===== src/rtl/mem_access_unit.sv =====
// mem_access_unit
//   Data-memory access unit between the core load/store port and a
//   single-port synchronous word-wide SRAM. Each accepted core request becomes
//   one byte-enabled SRAM cycle. Sub-word stores are lane-steered. Sub-word
//   loads are lane-selected and then sign- or zero-extended. The core is
//   stalled for the SRAM latency. Malformed, misaligned or out-of-range
//   requests are flagged on memError and never reach the SRAM.
//
// Parameters
//   WAIT_STATES  extra SRAM read-latency cycles (0..15)
//   RAM_AW       SRAM word-address width (RAM = 4*2^RAM_AW bytes)
//
// Ports
//   CLK         clock, rising edge
//   RES         synchronous active-high reset
//   memRead     core load request
//   memWrite    core store request
//   memAddr     byte address
//   memDataIn   store data, right-aligned
//   func3       RISC-V width/sign code of the access
//   memDataOut  extended load result, held until the next load completes
//   memStall    core must hold its request and pipeline (combinational)
//   memError    one-cycle pulse when a request is rejected
//   ramEn       SRAM access strobe
//   ramWe       SRAM byte write enables (0 = read)
//   ramAddr     SRAM word address
//   ramWdata    lane-steered store data
//   ramRdata    SRAM read data
module mem_access_unit #(
  parameter int WAIT_STATES = 1,
  parameter int RAM_AW      = 10
) (
  input  logic              CLK,
  input  logic              RES,
  input  logic              memRead,
  input  logic              memWrite,
  input  logic [31:0]       memAddr,
  input  logic [31:0]       memDataIn,
  input  logic [2:0]        func3,
  output logic [31:0]       memDataOut,
  output logic              memStall,
  output logic              memError,
  output logic              ramEn,
  output logic [3:0]        ramWe,
  output logic [RAM_AW-1:0] ramAddr,
  output logic [31:0]       ramWdata,
  input  logic [31:0]       ramRdata
);

  localparam logic [2:0] S_IDLE    = 3'd0;
  localparam logic [2:0] S_ACCESS  = 3'd1;
  localparam logic [2:0] S_WAIT    = 3'd2;
  localparam logic [2:0] S_CAPTURE = 3'd3;
  localparam logic [2:0] S_DONE    = 3'd4;
  localparam logic [2:0] S_ERROR   = 3'd5;

  logic [2:0]        state_q, state_d;
  logic [3:0]        cnt_q, cnt_d;
  logic [1:0]        lane_q;
  logic [2:0]        func3_q;
  logic              store_q;
  logic              ram_en_q;
  logic [3:0]        ram_we_q;
  logic [RAM_AW-1:0] ram_addr_q;
  logic [31:0]       ram_wdata_q;
  logic [31:0]       dout_q;
  logic              err_q;

  // ---------------------------------------------------------------------------
  // Request validation (evaluated in the accept cycle)
  // ---------------------------------------------------------------------------
  logic req;
  logic accept_state;
  logic f3_ok;
  logic align_ok;
  logic range_ok;
  logic req_valid;

  assign req          = memRead | memWrite;
  assign accept_state = (state_q == S_IDLE) || (state_q == S_DONE);

  always_comb begin
    f3_ok = 1'b0;
    if (memRead && memWrite) begin
      f3_ok = 1'b0;
    end else if (memRead) begin
      f3_ok = (func3 == 3'b000) || (func3 == 3'b001) || (func3 == 3'b010) ||
              (func3 == 3'b100) || (func3 == 3'b101);
    end else if (memWrite) begin
      f3_ok = (func3 == 3'b000) || (func3 == 3'b001) || (func3 == 3'b010);
    end
  end

  always_comb begin
    case (func3[1:0])
      2'b01:   align_ok = ~memAddr[0];
      2'b10:   align_ok = (memAddr[1:0] == 2'b00);
      default: align_ok = 1'b1;
    endcase
  end

  // Any address bit above the SRAM byte range makes the request out of range.
  assign range_ok  = ((memAddr >> (RAM_AW + 2)) == '0);
  assign req_valid = req && !(memRead && memWrite) && f3_ok && align_ok && range_ok;

  // ---------------------------------------------------------------------------
  // Store lane steering, computed from the live request and registered on accept
  // ---------------------------------------------------------------------------
  logic [3:0]  st_we;
  logic [31:0] st_wdata;

  always_comb begin
    case (func3[1:0])
      2'b00: begin
        st_we    = 4'b0001 << memAddr[1:0];
        st_wdata = {4{memDataIn[7:0]}};
      end
      2'b01: begin
        st_we    = 4'b0011 << memAddr[1:0];
        st_wdata = {2{memDataIn[15:0]}};
      end
      default: begin
        st_we    = 4'b1111;
        st_wdata = memDataIn;
      end
    endcase
  end

  // ---------------------------------------------------------------------------
  // Load lane selection and extension from the SRAM read data
  // ---------------------------------------------------------------------------
  logic [7:0]  ld_byte;
  logic [15:0] ld_half;
  logic [31:0] ld_ext;

  always_comb begin
    case (lane_q)
      2'd0:    ld_byte = ramRdata[7:0];
      2'd1:    ld_byte = ramRdata[15:8];
      2'd2:    ld_byte = ramRdata[23:16];
      default: ld_byte = ramRdata[31:24];
    endcase
    ld_half = lane_q[1] ? ramRdata[31:16] : ramRdata[15:0];
    case (func3_q)
      3'b000:  ld_ext = {{24{ld_byte[7]}}, ld_byte};
      3'b001:  ld_ext = {{16{ld_half[15]}}, ld_half};
      3'b100:  ld_ext = {24'd0, ld_byte};
      3'b101:  ld_ext = {16'd0, ld_half};
      default: ld_ext = ramRdata;
    endcase
  end

  // ---------------------------------------------------------------------------
  // Next-state logic
  // ---------------------------------------------------------------------------
  always_comb begin
    state_d = state_q;
    cnt_d   = cnt_q;
    case (state_q)
      S_IDLE, S_DONE: begin
        if (req) begin
          state_d = req_valid ? S_ACCESS : S_ERROR;
        end else begin
          state_d = S_IDLE;
        end
      end
      S_ACCESS: begin
        if (store_q) begin
          state_d = S_DONE;
        end else if (WAIT_STATES > 0) begin
          state_d = S_WAIT;
          cnt_d   = 4'(WAIT_STATES);
        end else begin
          state_d = S_CAPTURE;
        end
      end
      S_WAIT: begin
        cnt_d = cnt_q - 4'd1;
        // <= rather than == so a corrupted zero count cannot lock the unit up.
        if (cnt_q <= 4'd1) begin
          state_d = S_CAPTURE;
        end
      end
      S_CAPTURE: state_d = S_DONE;
      S_ERROR:   state_d = S_IDLE;
      default:   state_d = S_IDLE;
    endcase
  end

  // ---------------------------------------------------------------------------
  // State and output registers
  // ---------------------------------------------------------------------------
  // SRAM outputs are loaded on the transition into ACCESS and cleared on any
  // other transition, so they are registered yet only non-zero in ACCESS.
  always_ff @(posedge CLK) begin
    if (RES) begin
      state_q     <= S_IDLE;
      cnt_q       <= '0;
      lane_q      <= '0;
      func3_q     <= '0;
      store_q     <= 1'b0;
      ram_en_q    <= 1'b0;
      ram_we_q    <= '0;
      ram_addr_q  <= '0;
      ram_wdata_q <= '0;
      dout_q      <= '0;
      err_q       <= 1'b0;
    end else begin
      state_q  <= state_d;
      cnt_q    <= cnt_d;
      err_q    <= (state_d == S_ERROR);
      ram_en_q <= (state_d == S_ACCESS);
      if (state_d == S_ACCESS) begin
        lane_q      <= memAddr[1:0];
        func3_q     <= func3;
        store_q     <= memWrite;
        ram_addr_q  <= memAddr[RAM_AW+1:2];
        ram_we_q    <= memWrite ? st_we : 4'b0000;
        ram_wdata_q <= memWrite ? st_wdata : '0;
      end else begin
        ram_addr_q  <= '0;
        ram_we_q    <= '0;
        ram_wdata_q <= '0;
      end
      if (state_q == S_CAPTURE) begin
        dout_q <= ld_ext;
      end
    end
  end

  assign memStall   = (accept_state && req_valid) ||
                      (state_q == S_ACCESS) || (state_q == S_WAIT) ||
                      (state_q == S_CAPTURE);
  assign memError   = err_q;
  assign memDataOut = dout_q;
  assign ramEn      = ram_en_q;
  assign ramWe      = ram_we_q;
  assign ramAddr    = ram_addr_q;
  assign ramWdata   = ram_wdata_q;

endmodule


===== config.mk =====
export PLATFORM = sky130hd
export DESIGN_NAME = mem_access_unit
export DESIGN_NICKNAME = d
export VERILOG_FILES = /design/src/rtl/mem_access_unit.sv
export SDC_FILE = /design/constraint.sdc
export NUM_CORES = 1
export LEC_CHECK = 0
export BUFFER_PORTS_ARGS = -buffer_cell sky130_fd_sc_hd__buf_2
export CORE_MARGIN = 1
export CORE_UTILIZATION = 51
export CTS_CLUSTER_SIZE = 14
export DETAILED_ROUTE_END_ITERATION = 7
export MAX_ROUTING_LAYER = met4
export PLACE_DENSITY = 0.85
export SYNTH_ARGS = -nofsm -noshare
export SYNTH_HDL_FRONTEND = slang
export SYNTH_SLANG_ARGS = --single-unit

===== constraint.sdc =====
create_clock -name CLK -period 3.6 [get_ports CLK]
set_input_delay 0.72 -clock CLK [delete_from_list [all_inputs] [get_ports CLK]]
set_output_delay 0.72 -clock CLK [all_outputs]
set_load 0.02 [all_outputs]

; ---- Word-level counts from Yosys, hierarchy flattened
; Index checks and enable logic that the tools add are counted.
[totals]
output_inout_bits = 81
wordCells = 80
register_bits = 93
input_bits = 103
[op_classes]
n_addsub = 1
reduce_logical = 27
n_bitwise = 4
eq_ne = 18
n_shift = 2
n_mux = 16
magnitude_cmp = 1
[op_table]
columns = cell, n
row1 = $pmux 32 s4, 1
row2 = $pmux 32 s2, 1
row3 = $logic_not 32->1, 1
row4 = $pmux 8 s3, 1
row5 = $eq 3x3->1 const B, 6
row6 = $mux 16, 1
row7 = $pmux 4 s2, 2
row8 = $eq 3x1->1 const B, 4
row9 = $mux 3, 4
row10 = $pmux 3 s4, 1
row11 = $eq 3x2->1 const B, 3
row12 = $logic_not 3->1, 3
row13 = $logic_or 1x1->1, 8
row14 = $logic_and 1x1->1, 6
row15 = $logic_not 2->1, 3
row16 = $eq 2x1->1 const B, 2
row17 = $eq 2x2->1 const B, 2
row18 = $le 4x1->1 const B, 1
row19 = $mux 4, 1
row20 = $reduce_or 2->1, 2
row21 = $shl 1x2->4 const A, 1
row22 = $shl 2x2->4 const A, 1
row23 = $sub 4x1->4 const B, 1
row24 = $mux 1, 3
row25 = 8 further kinds, 10

; ---- Logic depth before layout (Yosys ltp)
; Gate-level depths: netlist (run 1).
[depth]
ltp_word = 16
depth_mapped = 10
mapped_depth_nobuf = 7

; ---- Worst setup path before layout (run 1)
; OpenSTA, ideal clock, no wires.
[synth_timing]
path_kind = input-to-output
startpoint = input port memAddr[15]
endpoint = output port memStall
cell_stages = 6
arrival_ns = 2.277
setup_slack_ns = 0.603
required_ns = 2.880
n_path_buf = 1
path_cell_list = or4_4 > a2111oi_4 > and4_1 > clkbuf_1 > nand3_1 > o21ai_0
[synth_between]
elab_chain_len = 6
[synth_lines]
columns = item, line
row1 = "start, declared", 37  ; input logic [31:0] memAddr,
row2 = $logic_not 32->1, 103  ; assign range_ok = ((memAddr >> (RAM_AW + 2)) == '0);
row3 = $logic_and 1x1->1, 104  ; assign req_valid = req && !(memRead && memWrite) && f3_ok && align_ok && range_ok;
row4 = $logic_and 1x1->1, 231  ; assign memStall = (accept_state && req_valid) ||
row5 = $logic_or 1x1->1, 231
row6 = $logic_or 1x1->1 (2 in a row), 232  ; (state_q == S_ACCESS) || (state_q == S_WAIT) ||
row7 = "end, declared", 41  ; output logic memStall,
; No other way between the ends.

; ---- Worst setup path in the final report (run 1)
; Same ends and word-level chain as after synthesis.

==> results of run 1 <==
==> final timing paths <==
kind                             startpoint        endpoint  slack, ns  cells past startpoint
worst max register to register    lane_q[1]  memDataOut[10]       1.15                      5
worst max-delay path            memAddr[15]        memStall       0.47                      7
worst min register to register   func3_q[2]      func3_q[2]       0.50                      2
worst min-delay path             func3_q[2]      func3_q[2]       0.50                      2
==> cells in the mapped netlist, types with 2 or more instances <==
library cell	n
nand2b_1	4
inv_1	7
o21ai_0	6
a31oi_4	2
and2_1	12
o21bai_1	3
nand3_1	2
nor2b_1	4
and3_1	13
a21oi_2	15
nor3_1	4
a211oi_1	27
dfxtp_1	93
nor4_1	2
a2bb2oi_1	7
a2111oi_0	7
nand4_1	6
or4_4	2
nor2_1	50
inv_2	2
mux2i_1	2
nand2_1	69
a31oi_1	7
a21oi_1	20
nor4_2	2
nor3b_1	15
buf_6	3
o31ai_1	6
buf_1	2
ha_1	7
clkbuf_1	30
mux2_2	16
==> area by class of cell <==
| class | instances | area, um^2 | area share, % |
|---|---|---|---|
| clock buffers | 10 | 128 | 2.39 |
| clock inverters | 6 | 95.1 | 1.78 |
| inverters | 9 | 33.8 | 0.634 |
| multi-input cells | 325 | 2090 | 39.2 |
| flip-flops and latches | 93 | 1860 | 34.9 |
| well taps | 102 | 128 | 2.39 |
| repair buffers | 194 | 998 | 18.7 |
==> power by group through the flow <==
stage | logic [uW] | clock network [uW] | registers, uW
finish | 272 | 773 | 1070
global route | 299 | 828 | 1070
CTS | 270 | 786 | 1070
detailed placement | 269 | 0 | 1090
global placement | 261 | 0 | 1090
floorplan | 132 | 0 | 1110
==> flip-flops by register name (all words and copies together), names as in the netlist <==
name	cells
memError	1
memDataOut	32
cnt_q	4
ramWdata	32
ramAddr	10
func3_q	3
ramEn	1
store_q	1
ramWe	4
state_q	3
lane_q	2
==> routing by layer <==
metal	track usage (%)	wire length, um
met1	33.5	4790
met2	42.8	5350
met3	3.65	685
met4	9.38	219
met5	-	0
==> per-stage QoR <==
| stage | std cells | utilization (%) | setup WS [ns] | hold WS, ns |
|---|---|---|---|---|
| 6_report | 739 | 68.7 | 0.475 | 0.498 |
| 5_1_grt | 739 | 68.7 | 0.356 | 0.521 |
| 4_1_cts | 739 | 68.7 | 0.475 | 0.495 |
| 3_5_place_dp | 723 | 65.8 | 0.483 | 0.481 |
| 3_3_place_gp | 723 | 65.8 | 0.521 | 0.484 |
| 2_1_floorplan | 463 | - | 0.603 | 0.454 |
==> cell families (layout without fill, tap and decap cells) <==
kind of cell / count (synthesis) / count (layout) / synth area share (%)
and+or+nand+nor: 193 / 193 / 23.3
AOI/OAI and AO/OA: 105 / 105 / 19.3
DFF: 93 / 93 / 45.0
buffers and inverters: 45 / 219 / 4.66
muxes: 19 / 19 / 5.38
adders and majority gates: 7 / 7 / 2.12
xor gates and xnor gates: 1 / 1 / 0.212
==> critical path: stages <==
cell and delay (ns):
buf_2 0.10, or4_4 0.53, a2111oi_4 0.28, and4_1 0.39, nand3_1 0.10, o21ai_0 0.09
buf_2 0.19
==> report_table.html, run 1 <==
<table>
<tr><th>Metric</th><th>Value</th></tr>
<tr><th colspan="2">Setup path</th></tr>
<tr><td>Critical path startpoint category</td><td>primary input</td></tr>
<tr><td>Worst-path fanout max</td><td>7</td></tr>
<tr><td>Required time at the endpoint of the critical path</td><td>roughly 2.9 ns</td></tr>
<tr><td>Kind of critical path</td><td>primary input to output port</td></tr>
<tr><td>Crit end category</td><td>output port</td></tr>
<tr><td>Arrival @ worst endpoint</td><td>roughly 2.4 ns</td></tr>
<tr><th colspan="2">Cells and area</th></tr>
<tr><td>Inserted Diodes</td><td>0</td></tr>
<tr><td>Proportion of layout cells with a drive suffix above 1</td><td>roughly two fifths</td></tr>
<tr><td>Post-layout nets</td><td>roughly 740</td></tr>
<tr><td>Layout-stage area growth over the synthesis result</td><td>28.9%</td></tr>
<tr><td>Top library cells by usage in the layout, fill and taps aside</td><td>buf_2 (183), dfxtp_1 (93), nand2_1 (69)</td></tr>
<tr><td>Summed area of non-filler cells in the final layout</td><td>5330 um^2</td></tr>
<tr><td>Most common library cell in the layout ignoring fill and taps</td><td>buf_2</td></tr>
<tr><td>Fill cells</td><td>approximately 630</td></tr>
<tr><th colspan="2">Clock tree</th></tr>
<tr><td>Hold_buf cts</td><td>0</td></tr>
<tr><td>Cts repair resizes</td><td>0</td></tr>
<tr><td>CTS tree</td><td>yes</td></tr>
<tr><td>Clock root cell</td><td>clkbuf_8</td></tr>
<tr><td>Clock transition time at the flip-flop clock pins of the worst setup and hold paths</td><td>around 0.080 ns</td></tr>
<tr><td>Maximum buffer depth of the clock tree</td><td>2</td></tr>
<tr><td>Number of buffers added by the clock tree synthesis step</td><td>9</td></tr>
<tr><td>Buffers inserted during post-CTS setup optimization</td><td>0</td></tr>
<tr><td>Insertion delay of the later-clocked pin in the worst-skew pair</td><td>0.35 ns</td></tr>
<tr><td>H-tree depth reported by CTS</td><td>3</td></tr>
<tr><td>CTS Sinks</td><td>93</td></tr>
<tr><th colspan="2">Die</th></tr>
<tr><td>Floorplan row count</td><td>32</td></tr>
<tr><td>Die footprint</td><td>approximately 8500 um^2</td></tr>
<tr><td>Vertical die dimension</td><td>approximately 92 um</td></tr>
<tr><td>Initial Util</td><td>53.3%</td></tr>
<tr><td>Number of top-level design ports</td><td>between 150 and 200</td></tr>
<tr><td>Floorplan die width</td><td>92.1 um</td></tr>
<tr><td>CORE AREA</td><td>7770 um^2</td></tr>
<tr><th colspan="2">Global routing</th></tr>
<tr><td>Total global routing overflow</td><td>0</td></tr>
<tr><td>Maximum number of pins on one net before global-route repair</td><td>47</td></tr>
<tr><td>Overall track demand over capacity in global routing</td><td>a little over a quarter</td></tr>
<tr><td>Wire length of the first global-routing pass</td><td>17,300 um</td></tr>
<tr><td>Antenna violations before repair</td><td>0</td></tr>
<tr><td>Via count of the first global-routing pass</td><td>approximately 3,700</td></tr>
<tr><th colspan="2">STA</th></tr>
<tr><td>Post-route minimum period</td><td>around 3.1 ns</td></tr>
<tr><td>Hold violation total from the final report</td><td>0</td></tr>
<tr><td>Fin crit share</td><td>between 80% and 90%</td></tr>
<tr><td>Top achievable clock speed</td><td>around 320 MHz</td></tr>
<tr><td>Post-Route Skew</td><td>0.00951 ns</td></tr>
<tr><td>RSZ-0062 raised after global routing</td><td>false</td></tr>
<tr><td>Worst-Margin Slew</td><td>approximately 0.8 ns</td></tr>
<tr><td>Setup TNS after final layout</td><td>0 ns</td></tr>
<tr><td>Slew margin rel.</td><td>about 46%</td></tr>
<tr><td>Final max-slew violation count</td><td>0</td></tr>
<tr><td>Number of setup violations in the final report</td><td>0</td></tr>
<tr><th colspan="2">Synthesis</th></tr>
<tr><td>Mapped Area</td><td>4140 um^2</td></tr>
<tr><td>Netlist cell types</td><td>between 40 and 50</td></tr>
<tr><td>Gate count of the mapped netlist</td><td>463</td></tr>
<tr><td>Portion of the post-synthesis area used by sequential elements</td><td>45.0%</td></tr>
<tr><td>Share of synthesized flip-flops with an asynchronous set or reset</td><td>0%</td></tr>
<tr><td>Number of warnings issued by yosys</td><td>0</td></tr>
<tr><td>Post-synthesis net count</td><td>around 570</td></tr>
<tr><td>Main area contributors after synthesis</td><td>dfxtp_1 (45%), nand2_1 (6.3%), a211oi_1 (4.9%)</td></tr>
<tr><td>Number of synthesized flops with an enable pin</td><td>0</td></tr>
<tr><td>Share of Yosys cell area claimed by the top area cell type</td><td>45.0%</td></tr>
<tr><td>Top cell type by total area after synthesis</td><td>dfxtp_1</td></tr>
<tr><td>Top flip-flop cell by instance count after synthesis</td><td>dfxtp_1</td></tr>
<tr><td>Mean Syn Cell Area</td><td>8.94 um^2</td></tr>
<tr><td>Flip-flop and latch count after synthesis</td><td>93</td></tr>
<tr><th colspan="2">Status</th></tr>
<tr><td>Outcome</td><td>finished clean</td></tr>
<tr><th colspan="2">Pwr</th></tr>
<tr><td>Switching power share of the total</td><td>a little over a quarter</td></tr>
<tr><td>Internal Pwr Total</td><td>around 1600 uW</td></tr>
<tr><td>Total power per unit cell area</td><td>about 400 nW/um^2</td></tr>
<tr><td>Power Total</td><td>roughly 2100 uW</td></tr>
<tr><td>Leakage Power</td><td>between 0.002 and 0.0025 uW</td></tr>
<tr><td>Sequential Power Share</td><td>50.6%</td></tr>
<tr><td>Net switching power figure</td><td>~550 uW</td></tr>
<tr><td>Share of total power in combinational logic</td><td>between 10% and 20%</td></tr>
<tr><td>Part of the power in the clock network</td><td>a little over a third</td></tr>
<tr><td>VDD IR-drop max</td><td>between 200 and 250 uV</td></tr>
<tr><th colspan="2">Routing</th></tr>
<tr><td>Via count</td><td>a little over 4,000</td></tr>
<tr><td>Post-route antenna net violation count</td><td>0</td></tr>
<tr><td>Iteration-0 DRC count of the detailed router</td><td>between 200 and 250</td></tr>
<tr><td>Detailed-route wire length</td><td>11,000 um</td></tr>
<tr><td>Count of TritonRoute iterations in the first routing pass</td><td>5</td></tr>
<tr><td>Final routed wire length divided by cell count</td><td>around 15 um</td></tr>
<tr><td>DRC viols</td><td>0</td></tr>
<tr><td>Vias per inst</td><td>5.50</td></tr>
<tr><th colspan="2">Placement</th></tr>
<tr><td>Placed inst area</td><td>5110 um^2</td></tr>
<tr><td>Final estimated routing congestion in global placement</td><td>0.885</td></tr>
<tr><td>Post-detail-place hpwl</td><td>8300 um</td></tr>
<tr><td>Number of I/O port buffers</td><td>approximately 180</td></tr>
<tr><th colspan="2">Worst hold path</th></tr>
<tr><td>Type of the tightest min-delay check</td><td>flop to flop</td></tr>
<tr><th colspan="2">Job</th></tr>
<tr><td>Max cap viols</td><td>0</td></tr>
</table>
Note: power is estimated with default switching activity, not from simulation.
==> inputs of run 2 (changes only) <==
Settings changed: CORE_UTILIZATION 51 to 53, CTS_BUF_LIST set to sky130_fd_sc_hd__clkbuf_8, PLACE_DENSITY 0.85 to 0.88.
==> run 2 against run 1 <==
Against the previous run:
- first-iteration DRC count shrank 4.6%
- largest power group unchanged
- clock skew is 0.0019 ns higher
- non-clock buffer count shrank 1
- die area down 3.7%
- largest cell class unchanged
==> report_table.html, run 2 (synthesis results as in run 1) <==
<table>
<tr><th>Metric</th><th>Value</th></tr>
<tr><th colspan="2">Routing</th></tr>
<tr><td>Via count</td><td>4,099 (was 4,066)</td></tr>
<tr><td>Iteration-0 DRC count of the detailed router</td><td>226 (was 237)</td></tr>
<tr><td>Count of TritonRoute iterations in the first routing pass</td><td>4 (was 5)</td></tr>
<tr><td>Detailed-route wire length</td><td>11,200 um (was 11,000 um)</td></tr>
<tr><td>Post-route antenna net violation count</td><td>0 (unchanged)</td></tr>
<tr><td>Vias per inst</td><td>5.58 (was 5.50)</td></tr>
<tr><td>DRC viols</td><td>0 (unchanged)</td></tr>
<tr><td>Final routed wire length divided by cell count</td><td>15.2 um (was 14.9 um)</td></tr>
<tr><th colspan="2">Clock tree</th></tr>
<tr><td>Clock transition time at the flip-flop clock pins of the worst setup and hold paths</td><td>0.08 ns (about the same)</td></tr>
<tr><td>Cts repair resizes</td><td>0 (unchanged)</td></tr>
<tr><td>Hold_buf cts</td><td>0 (unchanged)</td></tr>
<tr><td>CTS tree</td><td>yes (unchanged)</td></tr>
<tr><td>H-tree depth reported by CTS</td><td>3 (unchanged)</td></tr>
<tr><td>Clock root cell</td><td>clkbuf_8 (unchanged)</td></tr>
<tr><td>Number of buffers added by the clock tree synthesis step</td><td>9 (unchanged)</td></tr>
<tr><td>Insertion delay of the later-clocked pin in the worst-skew pair</td><td>0.36 ns (was 0.35 ns)</td></tr>
<tr><td>CTS Sinks</td><td>93 (unchanged)</td></tr>
<tr><td>Buffers inserted during post-CTS setup optimization</td><td>0 (unchanged)</td></tr>
<tr><td>Maximum buffer depth of the clock tree</td><td>2 (unchanged)</td></tr>
<tr><th colspan="2">Placement</th></tr>
<tr><td>Number of I/O port buffers</td><td>183 (unchanged)</td></tr>
<tr><td>Final estimated routing congestion in global placement</td><td>0.921 (was 0.885)</td></tr>
<tr><td>Post-detail-place hpwl</td><td>8420 um (was 8300 um)</td></tr>
<tr><td>Placed inst area</td><td>5100 um^2 (was 5110 um^2)</td></tr>
<tr><th colspan="2">Worst hold path</th></tr>
<tr><td>Source of the worst hold timing path</td><td>memDataOut[15] (was func3_q[2])</td></tr>
<tr><td>Type of the tightest min-delay check</td><td>flop to flop (unchanged)</td></tr>
<tr><td>WHS Path Cells</td><td>2 (unchanged)</td></tr>
<tr><td>Capture endpoint of the worst hold path</td><td>memDataOut[15] (was func3_q[2])</td></tr>
<tr><th colspan="2">Die</th></tr>
<tr><td>Die footprint</td><td>8160 um^2 (was 8480 um^2)</td></tr>
<tr><td>Number of top-level design ports</td><td>184 (unchanged)</td></tr>
<tr><td>Initial Util</td><td>55.9% (was 53.3%)</td></tr>
<tr><td>Vertical die dimension</td><td>90.4 um (was 92.1 um)</td></tr>
<tr><td>CORE AREA</td><td>7410 um^2 (was 7770 um^2)</td></tr>
<tr><td>Floorplan row count</td><td>31 (was 32)</td></tr>
<tr><td>Floorplan die width</td><td>90.4 um (was 92.1 um)</td></tr>
<tr><th colspan="2">STA</th></tr>
<tr><td>Top achievable clock speed</td><td>321 MHz (was 320 MHz)</td></tr>
<tr><td>Final max-slew violation count</td><td>0 (unchanged)</td></tr>
<tr><td>Number of setup violations in the final report</td><td>0 (unchanged)</td></tr>
<tr><td>Worst-Margin Slew</td><td>0.821 ns (was 0.810 ns)</td></tr>
<tr><td>Hold violation total from the final report</td><td>0 (unchanged)</td></tr>
<tr><td>Post-Route Skew</td><td>0.0114 ns (was 0.00951 ns)</td></tr>
<tr><td>Fin crit share</td><td>86.5% (was 86.8%)</td></tr>
<tr><td>Setup TNS after final layout</td><td>0 ns (unchanged)</td></tr>
<tr><td>Post-route minimum period</td><td>3.11 ns (was 3.13 ns)</td></tr>
<tr><td>Slew margin rel.</td><td>45.3% (was 46.0%)</td></tr>
<tr><td>RSZ-0062 raised after global routing</td><td>false (unchanged)</td></tr>
<tr><th colspan="2">Setup path</th></tr>
<tr><td>Kind of critical path</td><td>primary input to output port (unchanged)</td></tr>
<tr><td>Reg-to-Reg End</td><td>memDataOut[13] (was memDataOut[10])</td></tr>
<tr><td>Worst r2r src</td><td>lane_q[1] (unchanged)</td></tr>
<tr><td>Required time at the endpoint of the critical path</td><td>2.88 ns (about the same)</td></tr>
<tr><td>Cells on worst reg2reg path</td><td>5 (unchanged)</td></tr>
<tr><td>Worst-case register-to-register setup slack</td><td>1.17 ns (was 1.15 ns)</td></tr>
<tr><td>Critical path startpoint category</td><td>primary input (unchanged)</td></tr>
<tr><td>Arrival @ worst endpoint</td><td>2.39 ns (was 2.41 ns)</td></tr>
<tr><td>Worst-path fanout max</td><td>7 (unchanged)</td></tr>
<tr><td>Crit end category</td><td>output port (unchanged)</td></tr>
<tr><th colspan="2">Cells and area</th></tr>
<tr><td>Post-layout nets</td><td>741 (was 742)</td></tr>
<tr><td>Most common library cell in the layout ignoring fill and taps</td><td>buf_2 (unchanged)</td></tr>
<tr><td>Proportion of layout cells with a drive suffix above 1</td><td>39.8% (was 39.7%)</td></tr>
<tr><td>Core occupancy in the finished layout</td><td>71.9% (was 68.7%)</td></tr>
<tr><td>Summed area of non-filler cells in the final layout</td><td>5330 um^2 (about the same)</td></tr>
<tr><td>Top library cells by usage in the layout, fill and taps aside</td><td>buf_2 (183), dfxtp_1 (93), nand2_1 (69) (unchanged)</td></tr>
<tr><td>Layout-stage area growth over the synthesis result</td><td>28.8% (was 28.9%)</td></tr>
<tr><td>Fill cells</td><td>594 (was 634)</td></tr>
<tr><td>Register Area</td><td>1860 um^2 (unchanged)</td></tr>
<tr><td>Inserted Diodes</td><td>0 (unchanged)</td></tr>
<tr><td>Area occupied by multi-input gates</td><td>2090 um^2 (unchanged)</td></tr>
<tr><th colspan="2">Pwr</th></tr>
<tr><td>Share of total power in combinational logic</td><td>12.7% (was 12.9%)</td></tr>
<tr><td>Leakage Power</td><td>0.00239 uW (about the same)</td></tr>
<tr><td>Switching power share of the total</td><td>25.9% (was 26.0%)</td></tr>
<tr><td>VDD IR-drop max</td><td>192 uV (was 218 uV)</td></tr>
<tr><td>Sequential Power Share</td><td>50.2% (was 50.6%)</td></tr>
<tr><td>Part of the power in the clock network</td><td>37.1% (was 36.6%)</td></tr>
<tr><td>Internal Pwr Total</td><td>1580 uW (was 1560 uW)</td></tr>
<tr><td>Net switching power figure</td><td>552 uW (was 550 uW)</td></tr>
<tr><td>Power Total</td><td>2130 uW (was 2110 uW)</td></tr>
<tr><td>Total power per unit cell area</td><td>399 nW/um^2 (was 396 nW/um^2)</td></tr>
<tr><th colspan="2">Job</th></tr>
<tr><td>Max cap viols</td><td>0 (unchanged)</td></tr>
<tr><th colspan="2">Global routing</th></tr>
<tr><td>Via count of the first global-routing pass</td><td>3,942 (was 3,680)</td></tr>
<tr><td>Maximum number of pins on one net before global-route repair</td><td>47 (unchanged)</td></tr>
<tr><td>Wire length of the first global-routing pass</td><td>18,300 um (was 17,300 um)</td></tr>
<tr><td>Overall track demand over capacity in global routing</td><td>28.7% (was 26.3%)</td></tr>
<tr><td>Antenna violations before repair</td><td>0 (unchanged)</td></tr>
<tr><td>Total global routing overflow</td><td>0 (unchanged)</td></tr>
<tr><th colspan="2">Status</th></tr>
<tr><td>Outcome</td><td>finished clean (unchanged)</td></tr>
</table>
run 2: area by class of cell:
class	instances	share of cell area (%)
clock inverter	6	1.74
clock buffer	10	2.58
timing repair buffer	193	18.6
sequential	93	34.9
multi-input combinational	325	39.2
tap	99	2.32
inverter	9	0.634
run 2: per-stage QoR:
| step | cells | setup WS (ns) | hold slack (ns) |
|---|---|---|---|
| after floorplan | 463 | 0.603 | 0.454 |
| after global placement | 719 | 0.521 | 0.477 |
| after detailed placement | 719 | 0.482 | 0.478 |
| after CTS | 735 | 0.488 | 0.493 |
| after global routing | 735 | 0.348 | 0.518 |
| final | 735 | 0.486 | 0.501 |
run 2: worst max-delay path by stage:
stage	from	to	slack, ns	cells after the start
6_report	memAddr[15]	memStall	0.49	7
5_1_grt	memAddr[15]	memStall	0.35	7
4_1_cts	memAddr[15]	memStall	0.49	7
3_5_place_dp	memWrite	ramWdata[24]	0.48	8
3_3_place_gp	memAddr[15]	memStall	0.52	7
2_1_floorplan	memAddr[15]	memStall	0.60	6
run 2: critical path, cell delays in order:
cell and delay, ns:
buf_2 0.09, or4_4 0.53, a2111oi_4 0.29, and4_1 0.39, nand3_1 0.10, o21ai_0 0.08
buf_2 0.19
run 2: metal layers:
layer / part of all wire, % / GRT usage [%] / vias up
met5: 0 / - / -
met4: 3.4 / 13.6 / 0
met3: 6.4 / 4.55 / 32
met2: 49 / 48.2 / 204
met1: 41 / 33.6 / 1901
li1: - / - / 1962
run 2: power groups by stage:
stage | combinational [uW] | sequential, uW | clock [uW]
floorplan | 132 | 1110 | 0
global placement | 258 | 1090 | 0
detailed placement | 267 | 1090 | 0
CTS | 269 | 1070 | 795
global route | 298 | 1070 | 848
finish | 271 | 1070 | 789
